[config.mk]
export PLATFORM = sky130hd
export DESIGN_NAME = pc_sequencer
export DESIGN_NICKNAME = d
export VERILOG_FILES = /design/src/rtl/pc_sequencer.sv
export SDC_FILE = /design/constraint.sdc
export NUM_CORES = 1
export LEC_CHECK = 0
export CAP_MARGIN = 20
export CELL_PAD_IN_SITES_DETAIL_PLACEMENT = 0
export CELL_PAD_IN_SITES_GLOBAL_PLACEMENT = 1
export CORE_ASPECT_RATIO = 1.5
export CORE_MARGIN = 4
export CORE_UTILIZATION = 30
export DETAILED_ROUTE_END_ITERATION = 6
export GPL_ROUTABILITY_DRIVEN = 0
export PLACE_DENSITY_LB_ADDON = 0.1
export SKIP_CTS_REPAIR_TIMING = 1
export SYNTH_ARGS = -nofsm -noshare
export SYNTH_HDL_FRONTEND = slang
export SYNTH_SLANG_ARGS = --single-unit
[constraint.sdc]
create_clock -name clk -period 3.85 [get_ports clk]
set_clock_uncertainty 0.05 [all_clocks]
set_input_delay 0.385 -clock clk [delete_from_list [all_inputs] [get_ports clk]]
set_output_delay 0.385 -clock clk [all_outputs]
set_load 0.01 [all_outputs]
[src/rtl/pc_sequencer.sv]
// Program-counter sequencer: owns the 16-bit PC and issues fetch addresses to instruction memory.
// Latency: all outputs registered; pc_valid rises one cycle after start is sampled, one address per clock.
// Backpressure: pc holds while pc_valid & ~pc_ready; redirect/call/ret may replace an unaccepted pc.
// Optional return-address stack enabled by defining PC_RAS_EN (RAS_DEPTH entries, circular on overflow).
module pc_sequencer #(
  parameter logic [15:0] RESET_VEC = 16'h0000,
  parameter int          RAS_DEPTH = 4
) (
  input  logic        clk,
  input  logic        rst_n,
  input  logic        start,
  input  logic        halt,
  input  logic        redirect,
  input  logic [15:0] redirect_addr,
  input  logic        call,
  input  logic        ret,
  output logic [15:0] pc,
  output logic        pc_valid,
  input  logic        pc_ready,
  output logic        running,
  output logic        wrapped,
  output logic        ras_err
);

  typedef enum logic [1:0] {
    IDLE   = 2'd0,
    RUN    = 2'd1,
    HALTED = 2'd2
  } state_t;

  state_t      state;
  state_t      state_nxt;
  logic [15:0] pc_nxt;
  logic [15:0] pc_inc;
  logic        wrapped_nxt;
  logic        ras_err_nxt;
  logic        fire;
  logic        do_pop;
  logic        do_push;
  logic        jump;
  logic [15:0] ras_top;

  assign fire   = pc_valid & pc_ready;
  assign pc_inc = pc + 16'd1;

`ifdef PC_RAS_EN
  localparam int PW = (RAS_DEPTH > 1) ? $clog2(RAS_DEPTH) : 1;
  localparam logic [PW:0]   RAS_FULL_CNT = (PW + 1)'(RAS_DEPTH);
  localparam logic [PW-1:0] PTR_ONE      = PW'(1);
  localparam logic [PW:0]   CNT_ONE      = (PW + 1)'(1);

  logic [15:0]   ras_mem [RAS_DEPTH];
  logic [PW-1:0] ras_wp;
  logic [PW-1:0] ras_top_idx;
  logic [PW:0]   ras_cnt;
  logic          ras_empty;
  logic          ras_full;

  assign ras_empty   = (ras_cnt == '0);
  assign ras_full    = (ras_cnt == RAS_FULL_CNT);
  assign ras_top_idx = ras_wp - PTR_ONE;
  assign ras_top     = ras_mem[ras_top_idx];

  // ret takes precedence over call; a ret on an empty stack falls through to redirect/fire
  assign do_pop  = ret & ~ras_empty;
  assign do_push = call & ~ret;
  assign jump    = redirect | do_push;

  assign ras_err_nxt = (do_push & ras_full) | (ret & ras_empty);

  // Stack pointer and occupancy; a push when full wraps onto the oldest entry
  always_ff @(posedge clk or negedge rst_n) begin
    if (!rst_n) begin
      ras_wp  <= '0;
      ras_cnt <= '0;
    end else if (do_pop) begin
      ras_wp  <= ras_wp - PTR_ONE;
      ras_cnt <= ras_cnt - CNT_ONE;
    end else if (do_push) begin
      ras_wp  <= ras_wp + PTR_ONE;
      if (!ras_full) ras_cnt <= ras_cnt + CNT_ONE;
    end
  end

  // Return-address storage; contents are meaningless until pushed, so no reset
  always_ff @(posedge clk) begin
    if (do_push && !do_pop) ras_mem[ras_wp] <= pc_inc;
  end
`else
  logic ras_unused;

  // Without the stack, call is a plain jump and ret has no effect
  assign do_pop      = 1'b0;
  assign do_push     = 1'b0;
  assign jump        = redirect | call;
  assign ras_top     = 16'h0000;
  assign ras_err_nxt = 1'b0;
  assign ras_unused  = ^{ret, do_push, 32'(RAS_DEPTH)};
`endif

  // Next state, next PC (pop > jump > increment > hold) and pulse outputs
  always_comb begin
    state_nxt   = state;
    pc_nxt      = pc;
    wrapped_nxt = 1'b0;

    case (state)
      IDLE, HALTED: if (start && !halt) state_nxt = RUN;
      RUN:          if (halt) state_nxt = HALTED;
      default:      state_nxt = IDLE;
    endcase

    if (do_pop) begin
      pc_nxt = ras_top;
    end else if (jump) begin
      pc_nxt = redirect_addr;
    end else if (fire) begin
      pc_nxt      = pc_inc;
      wrapped_nxt = (pc == 16'hFFFF);
    end
  end

  // State and registered outputs; reset abandons any outstanding request
  always_ff @(posedge clk or negedge rst_n) begin
    if (!rst_n) begin
      state    <= IDLE;
      pc       <= RESET_VEC;
      pc_valid <= 1'b0;
      running  <= 1'b0;
      wrapped  <= 1'b0;
      ras_err  <= 1'b0;
    end else begin
      state    <= state_nxt;
      pc       <= pc_nxt;
      pc_valid <= (state_nxt == RUN);
      running  <= (state_nxt == RUN);
      wrapped  <= wrapped_nxt;
      ras_err  <= ras_err_nxt;
    end
  end

endmodule
==> results of run 1 <==
[sequential cells by signal (all words and copies together), names as in the netlist]
signal   count
pc          16
wrapped      1
running      1
state        2
[metrics by stage]
stage               instances  area (um^2)  utilization, %  power (W)  worst slack (ns)
floorplan                 117         1057               -  0.0003057             2.018
global placement          195         1499           43.88  0.0003737             1.640
detailed placement        195         1499           43.88  0.0003760             1.622
CTS                       198         1540           45.09  0.0005160             1.870
global route              198         1540           45.09  0.0005397             1.793
finish                    198         1540           45.09  0.0005057             1.882
[worst max path at each step]
stage,startpoint,to,cells after the start
2_1_floorplan,pc[0],pc[14],5
3_3_place_gp,pc_ready,pc[14],5
3_5_place_dp,pc_ready,pc[14],5
4_1_cts,pc_ready,pc[14],5
5_1_grt,pc_ready,pc[14],5
6_report,pc_ready,pc[14],5
[critical path, cell delays in order]
cell and delay, ns:
sky130_fd_sc_hd__clkdlybuf4s50_1 0.51, sky130_fd_sc_hd__nand3_1 0.12, sky130_fd_sc_hd__or4_4 0.56, sky130_fd_sc_hd__or3_1 0.36, sky130_fd_sc_hd__a31oi_1 0.16
[final cells by class]
type | instances | area (um^2)
clock buffer | 3 | 41.29
timing repair buffer | 42 | 417.9
multi-input combinational | 88 | 516.7
inverter | 3 | 11.26
tap | 42 | 52.55
fill | 362 | 1876
sequential | 20 | 500.5
[per-layer routing]
layer  wire length, um  vias up  global-route usage, %
met2              1315       29                  22.34
met1              1009      456                  13.11
met3               171        4                  2.894
li1                  -      488                      -
met4                38        0                  4.988
met5                 0        -                      0
[cell usage in the layout, fill, tap and decap left out]
master / netlist / layout
sky130_fd_sc_hd__a21oi_1: 15 / 15
sky130_fd_sc_hd__a31oi_1: 4 / 4
sky130_fd_sc_hd__and3_1: 1 / 1
sky130_fd_sc_hd__and4_1: 1 / 1
sky130_fd_sc_hd__buf_4: 2 / 1
sky130_fd_sc_hd__clkbuf_8: 0 / 3
sky130_fd_sc_hd__clkdlybuf4s50_1: 0 / 41
sky130_fd_sc_hd__conb_1: 1 / 1
sky130_fd_sc_hd__dfrtp_1: 20 / 20
sky130_fd_sc_hd__ha_1: 1 / 1
sky130_fd_sc_hd__inv_1: 3 / 3
sky130_fd_sc_hd__mux2i_1: 1 / 1
sky130_fd_sc_hd__nand2_1: 7 / 7
sky130_fd_sc_hd__nand2b_1: 2 / 2
sky130_fd_sc_hd__nand3_1: 6 / 6
sky130_fd_sc_hd__nand4_1: 3 / 3
sky130_fd_sc_hd__nand4_4: 1 / 1
sky130_fd_sc_hd__nor2_1: 18 / 17
sky130_fd_sc_hd__nor2_2: 0 / 1
sky130_fd_sc_hd__nor3_1: 3 / 3
sky130_fd_sc_hd__nor4_1: 2 / 2
sky130_fd_sc_hd__o21ai_0: 4 / 4
sky130_fd_sc_hd__o31ai_1: 1 / 1
sky130_fd_sc_hd__or3_1: 3 / 3
sky130_fd_sc_hd__or4_1: 2 / 2
sky130_fd_sc_hd__or4_4: 1 / 1
sky130_fd_sc_hd__xnor2_1: 6 / 6
sky130_fd_sc_hd__xor2_1: 5 / 5
[Yosys cell counts, types with 3 or more instances]
library cell               number  share of area [%]
sky130_fd_sc_hd__or3_1          3                1.8
sky130_fd_sc_hd__xor2_1         5                4.1
sky130_fd_sc_hd__xnor2_1        6                5.0
sky130_fd_sc_hd__a31oi_1        4                2.4
sky130_fd_sc_hd__a21oi_1       15                7.1
sky130_fd_sc_hd__nand3_1        6                2.8
sky130_fd_sc_hd__nand4_1        3                1.8
sky130_fd_sc_hd__dfrtp_1       20                 47
sky130_fd_sc_hd__clkbuf_1       3                1.1
sky130_fd_sc_hd__o21ai_0        4                1.9
sky130_fd_sc_hd__nor3_1         3                1.4
sky130_fd_sc_hd__nor2_1        18                6.4
sky130_fd_sc_hd__nand2_1        7                2.5
sky130_fd_sc_hd__inv_1          3                1.1
[power by group through the flow]
stage	combinational [W]	clock [W]	sequential [W]
3_5_place_dp	0.000120	0	0.000256
4_1_cts	0.000121	0.000143	0.000252
3_3_place_gp	0.000119	0	0.000255
2_1_floorplan	0.0000476	0	0.000258
5_1_grt	0.000131	0.000153	0.000256
6_report	0.000118	0.000136	0.000252
[cells by family after synthesis]
family / Yosys count / share of synthesized area (%)
buffers and inverters: 9 / 4.023
adders and majority gates: 1 / 1.183
other: 1 / 0.3547
and+or+nand+nor: 50 / 24.97
muxes: 1 / 0.9468
AOI/OAI and AO/OA: 24 / 12.07
DFF: 20 / 47.34
xor gates and xnor gates: 11 / 9.112
==> summary.txt, run 1 <==
========================================================================================================
Worst hold stages                                                                                      2
Post-Syn Instances                                                                                   117
Number of global-route vias before repair                                                            978
Synth Register Bits                                                                                   20
Minimum clock period after layout                                                               1.968 ns
Drt drc                                                                                                0
IR Drop Worst-Case VDD                                                                         0.1837 mV
Bufs on Longest Clock Path                                                                             2
Part of the power in combinational logic                                                           23.4%
Starting DRT DRC Count                                                                                29
Share of final-layout standard cells stronger than drive strength 1                               4.487%
Mean number of vias per cell                                                                       4.934
Worst-case reg-to-reg path depth                                                                       5
Cell leakage power                                                                             0.5881 nW
Startpoint Class                                                                            primary input
Async set-reset flop share out of synthesis                                                       100.0%
Buffer cell driving the clock tree root                                                     sky130_fd_sc_hd__clkbuf_8
Max-Cap Viols                                                                                          0
Global routing usage summed across all routing layers                                             12.14%
Number of I/O port buffers                                                                            41
Hold Fails Final Rpt                                                                                   0
FF-to-FF setup slack                                                                             1.93 ns
Sequential fraction of the synthesis area                                                         47.34%
FP Rows                                                                                               26
Worst EP required                                                                                3.98 ns
Clock tree sinks                                                                                      20
Total via count in the routed design                                                                 977
Hold path endpoint                                                                              state[1]
Switching portion of total power                                                                  27.51%
Count of final setup violators                                                                         0
Total number of H-tree levels                                                                          1
Number of clock buffers inserted by TritonCTS                                                          3
Chip height                                                                                     80.71 um
Final Routed Wirelength                                                                          2535 um
Final hold slack                                                                               0.4355 ns
Worst Path Arrival                                                                               2.09 ns
Slew HR                                                                                           38.85%
Net count reported at finish                                                                         183
Count of flip-flops with a built-in enable after synthesis                                             0
Largest net degree at the start of global routing                                                     34
RSZ-0062 raised after global routing                                                               false
Global-route wire length before repair                                                           4340 um
Antenna Diode Count                                                                                    0
Net count of the mapped netlist                                                                      142
Worst R2R Start                                                                                    pc[0]
I/O pin count                                                                                         44
Core Box Area                                                                                  3416 um^2
Number of antenna violations at the first check in global routing                                      0
Synth Cell Area                                                                                1057 um^2
Average instance area after synthesis                                                         9.036 um^2
Nature of the critical path endpoint                                                           flip-flop
Total Die Area                                                                                 4557 um^2
Layout Area Growth over Synthesis                                                                 45.68%
R2r endpoint                                                                                      pc[14]
Effective utilization at floorplan                                                                30.95%
Final-report max-slew violation count                                                                  0
Setup TNS Final                                                                                     0 ns
Outcome                                                                                     finished, final reports clean
Number of nets with antenna violations after routing                                                   0
Clock tree from TritonCTS                                                                           done
Per-cell routed wire length                                                                     12.80 um
Cell internal power dissipation                                                              0.0003666 W
Distinct cell type count of the synthesized netlist                                                   27
Part of the power in the clock network                                                             26.8%
Class of the most critical setup path                                                       primary input to flip-flop
Measured slew at the worst slew-check pin                                                      0.9144 ns
DPL Wire Length                                                                                  1927 um
Post-CTS clock slew at the launch and capture registers of the worst setup and hold paths        0.07 ns
Top_reg_cell synth                                                                          sky130_fd_sc_hd__dfrtp_1
Sequential cell fraction of total power                                                            49.8%
Maximum fanout along the worst path                                                                    4
Highest achievable clock rate                                                                  508.1 MHz
Total overflow reported by the global router                                                           0
Drt pass-1 iters                                                                                       4
Die span in x                                                                                   56.47 um
Class of the tightest hold or removal check                                                 flip-flop to flip-flop
Pwr dens                                                                                    328.3 nW/um^2
Share of the cycle needed by the critical path after routing                                      51.12%
Critical hold path startpoint                                                                   state[1]
Insertion delay of the later-clocked pin in the worst-skew pair                                  0.26 ns
Count of warnings emitted by yosys                                                                     0
Net switching power figure                                                                   0.0001391 W
========================================================================================================
Power figures use the tool's default switching activity.
==> inputs of run 2 (changes only) <==
Settings changed: CORE_UTILIZATION 30 to 27.
Clock period 3.85 ns to 1.8 ns, I/O delays scaled along.
==> run 2 against run 1 <==
  * Combinational power increased to 2.7 times the previous value
  * Worst setup slack got worse by 1.8 ns
  * Global-route usage decreased by 0.39 points
  * Hold slack worse by 0.22 ns
  * Final cell count grew 9.1%
  * Cell area grew 10%
  * Sequential power increased by 110%
  * Largest cell class is now non-clock buffers
==> summary.txt, run 2 (synthesized netlist as in run 1, its figures left out) <==
========================================================================================================
Number of I/O port buffers                                                                            41
Drt drc                                                                                                0
Number of nets with antenna violations after routing                                                   0
Class of the most critical setup path                                                       primary input to flip-flop
DPL Wire Length                                                                                  2125 um
Starting DRT DRC Count                                                                                18
Nature of the critical path endpoint                                                           flip-flop
Global-route wire length before repair                                                           4629 um
Number of antenna violations at the first check in global routing                                      0
FF-to-FF setup slack                                                                             0.05 ns
Global routing usage summed across all routing layers                                             11.75%
Setup WS post-layout                                                                          0.05012 ns
Placed standard-cell area                                                                      1634 um^2
Highest achievable clock rate                                                                  571.5 MHz
Minimum clock period after layout                                                               1.750 ns
Insertion delay of the later-clocked pin in the worst-skew pair                                  0.25 ns
Pre-CTS WS                                                                                    -0.2219 ns
Count of final setup violators                                                                         0
Outcome                                                                                     finished, final reports clean
Final hold slack                                                                               0.2171 ns
Chain of cells forming the critical path                                                    clkdlybuf4s50_1 -> nand3_1 -> or4_1 -> or3_1 -> a31oi_1
Number of global-route vias before repair                                                          1,104
Total overflow reported by the global router                                                           0
Per-cell routed wire length                                                                     12.63 um
Core Box Area                                                                                  3716 um^2
Cell leakage power                                                                             0.6722 nW
IR Drop Worst-Case VDD                                                                         0.3484 mV
Startpoint Class                                                                            primary input
Register with the most flip-flops                                                                     pc
Buffer cell driving the clock tree root                                                     sky130_fd_sc_hd__clkbuf_8
Net count reported at finish                                                                         199
Setup TNS Final                                                                                     0 ns
Antenna Diode Count                                                                                    0
Worst R2R Start                                                                                    pc[0]
Crit path buffers/inverters                                                                            1
RSZ-0062 raised after global routing                                                                true
Maximum fanout along the worst path                                                                    4
Total Die Area                                                                                 5002 um^2
Number of clock buffers inserted by TritonCTS                                                          3
Clock tree from TritonCTS                                                                           done
Utilization after layout                                                                          45.66%
FP Rows                                                                                               27
Post-CTS clock slew at the launch and capture registers of the worst setup and hold paths        0.08 ns
Effective utilization at floorplan                                                                28.45%
Most common library cell in the layout ignoring fill and taps                               sky130_fd_sc_hd__clkdlybuf4s50_1
Total via count in the routed design                                                               1,040
Mean number of vias per cell                                                                       4.815
Share of the cycle needed by the critical path after routing                                      97.22%
Chip height                                                                                     84.64 um
Worst EP required                                                                                1.93 ns
Class of the tightest hold or removal check                                                 primary input to asynchronous set/reset pin
Hold Fails Final Rpt                                                                                   0
Worst Path Arrival                                                                               1.88 ns
Flip-flop count of the largest register, all copies and words added                                   16
Largest net degree at the start of global routing                                                     34
FF/Latch Area                                                                                 501.7 um^2
I/O pin count                                                                                         44
Layout Area Growth over Synthesis                                                                 60.47%
Worst-case reg-to-reg path depth                                                                       5
Final-report max-slew violation count                                                                  0
Cell at the slowest stage of the critical path                                              sky130_fd_sc_hd__or4_1
CP top delay family                                                                         simple AND/OR/NAND/NOR gates
Die span in x                                                                                   59.10 um
R2r endpoint                                                                                      pc[14]
Clock tree sinks                                                                                      20
Final Routed Wirelength                                                                          2728 um
Total number of H-tree levels                                                                          1
Area of the multi-input gates                                                                 524.3 um^2
Worst path max stage delay                                                                       0.57 ns
Drt pass-1 iters                                                                                       4
Commonest cells after routing, fill and taps aside                                          41 x sky130_fd_sc_hd__clkdlybuf4s50_1, 19 x sky130_fd_sc_hd__dfrtp_1, 17 x sky130_fd_sc_hd__nor2_1, 16 x sky130_fd_sc_hd__buf_4, 15 x sky130_fd_sc_hd__a21oi_1
Summed area of non-filler cells in the final layout                                            1697 um^2
Registers with the most flip-flops                                                          pc x16, state x2
Fillers                                                                                              374
Bufs on Longest Clock Path                                                                             2
Pwr dens                                                                                    696.1 nW/um^2
Share of final-layout standard cells stronger than drive strength 1                               15.61%
Max-Cap Viols                                                                                          0
========================================================================================================
-- run 2: cell types whose count changed in the layout (fill, tap and decap cells not counted), sizes merged --
cell    delta
buf       +16
clkbuf     +1
-- run 2: through the flow --
stage	power, W	instances
after detailed placement	0.0008498	211
after global placement	0.0008462	211
final	0.001181	216
after global routing	0.001256	216
after floorplan	0.0006564	117
after CTS	0.001197	215
-- run 2: cell type report --
cell class	instances	area share, %
clock buffers	4	3.245
repair buffers	58	32.45
inverters	3	0.6637
well taps	43	3.171
multi-input cells	88	30.90
flip-flops and latches	20	29.57
-- run 2: power by group --
| part | switching, W | total (W) | internal [W] |
|---|---|---|---|
| registers | 0.0000367 | 0.000525 | 0.000488 |
| clock network | 0.000147 | 0.000342 | 0.000194 |
| logic | 0.000131 | 0.000314 | 0.000183 |
-- run 2: how the worst max path moves through the flow --
stage                        start     end  slack (ns)  depth (start not counted)
after CTS                    pc[0]  pc[14]        0.02                          5
final                     pc_ready  pc[15]        0.05                          5
after detailed placement  pc_ready  pc[15]       -0.22                          5
after global routing         pc[0]  pc[14]       -0.03                          5
after floorplan              pc[1]  pc[14]      0.0006                          5
after global placement    pc_ready  pc[14]       -0.17                          5
-- run 2: per-layer routing --
| metal | global-route usage (%) | vias up | share of wire [%] |
|---|---|---|---|
| met4 | 4.330 | 0 | 0.81 |
| met1 | 12.96 | 493 | 39 |
| met3 | 1.846 | 2 | 4.4 |
| met5 | 0 | - | 0 |
| li1 | - | 519 | - |
| met2 | 21.63 | 26 | 55 |
==> inputs of run 3 (changes only) <==
Settings changed: SLEW_MARGIN set to 10.
==> results of run 3 <==
No change in the layout: final DEF, timing and power equal those of run 2.
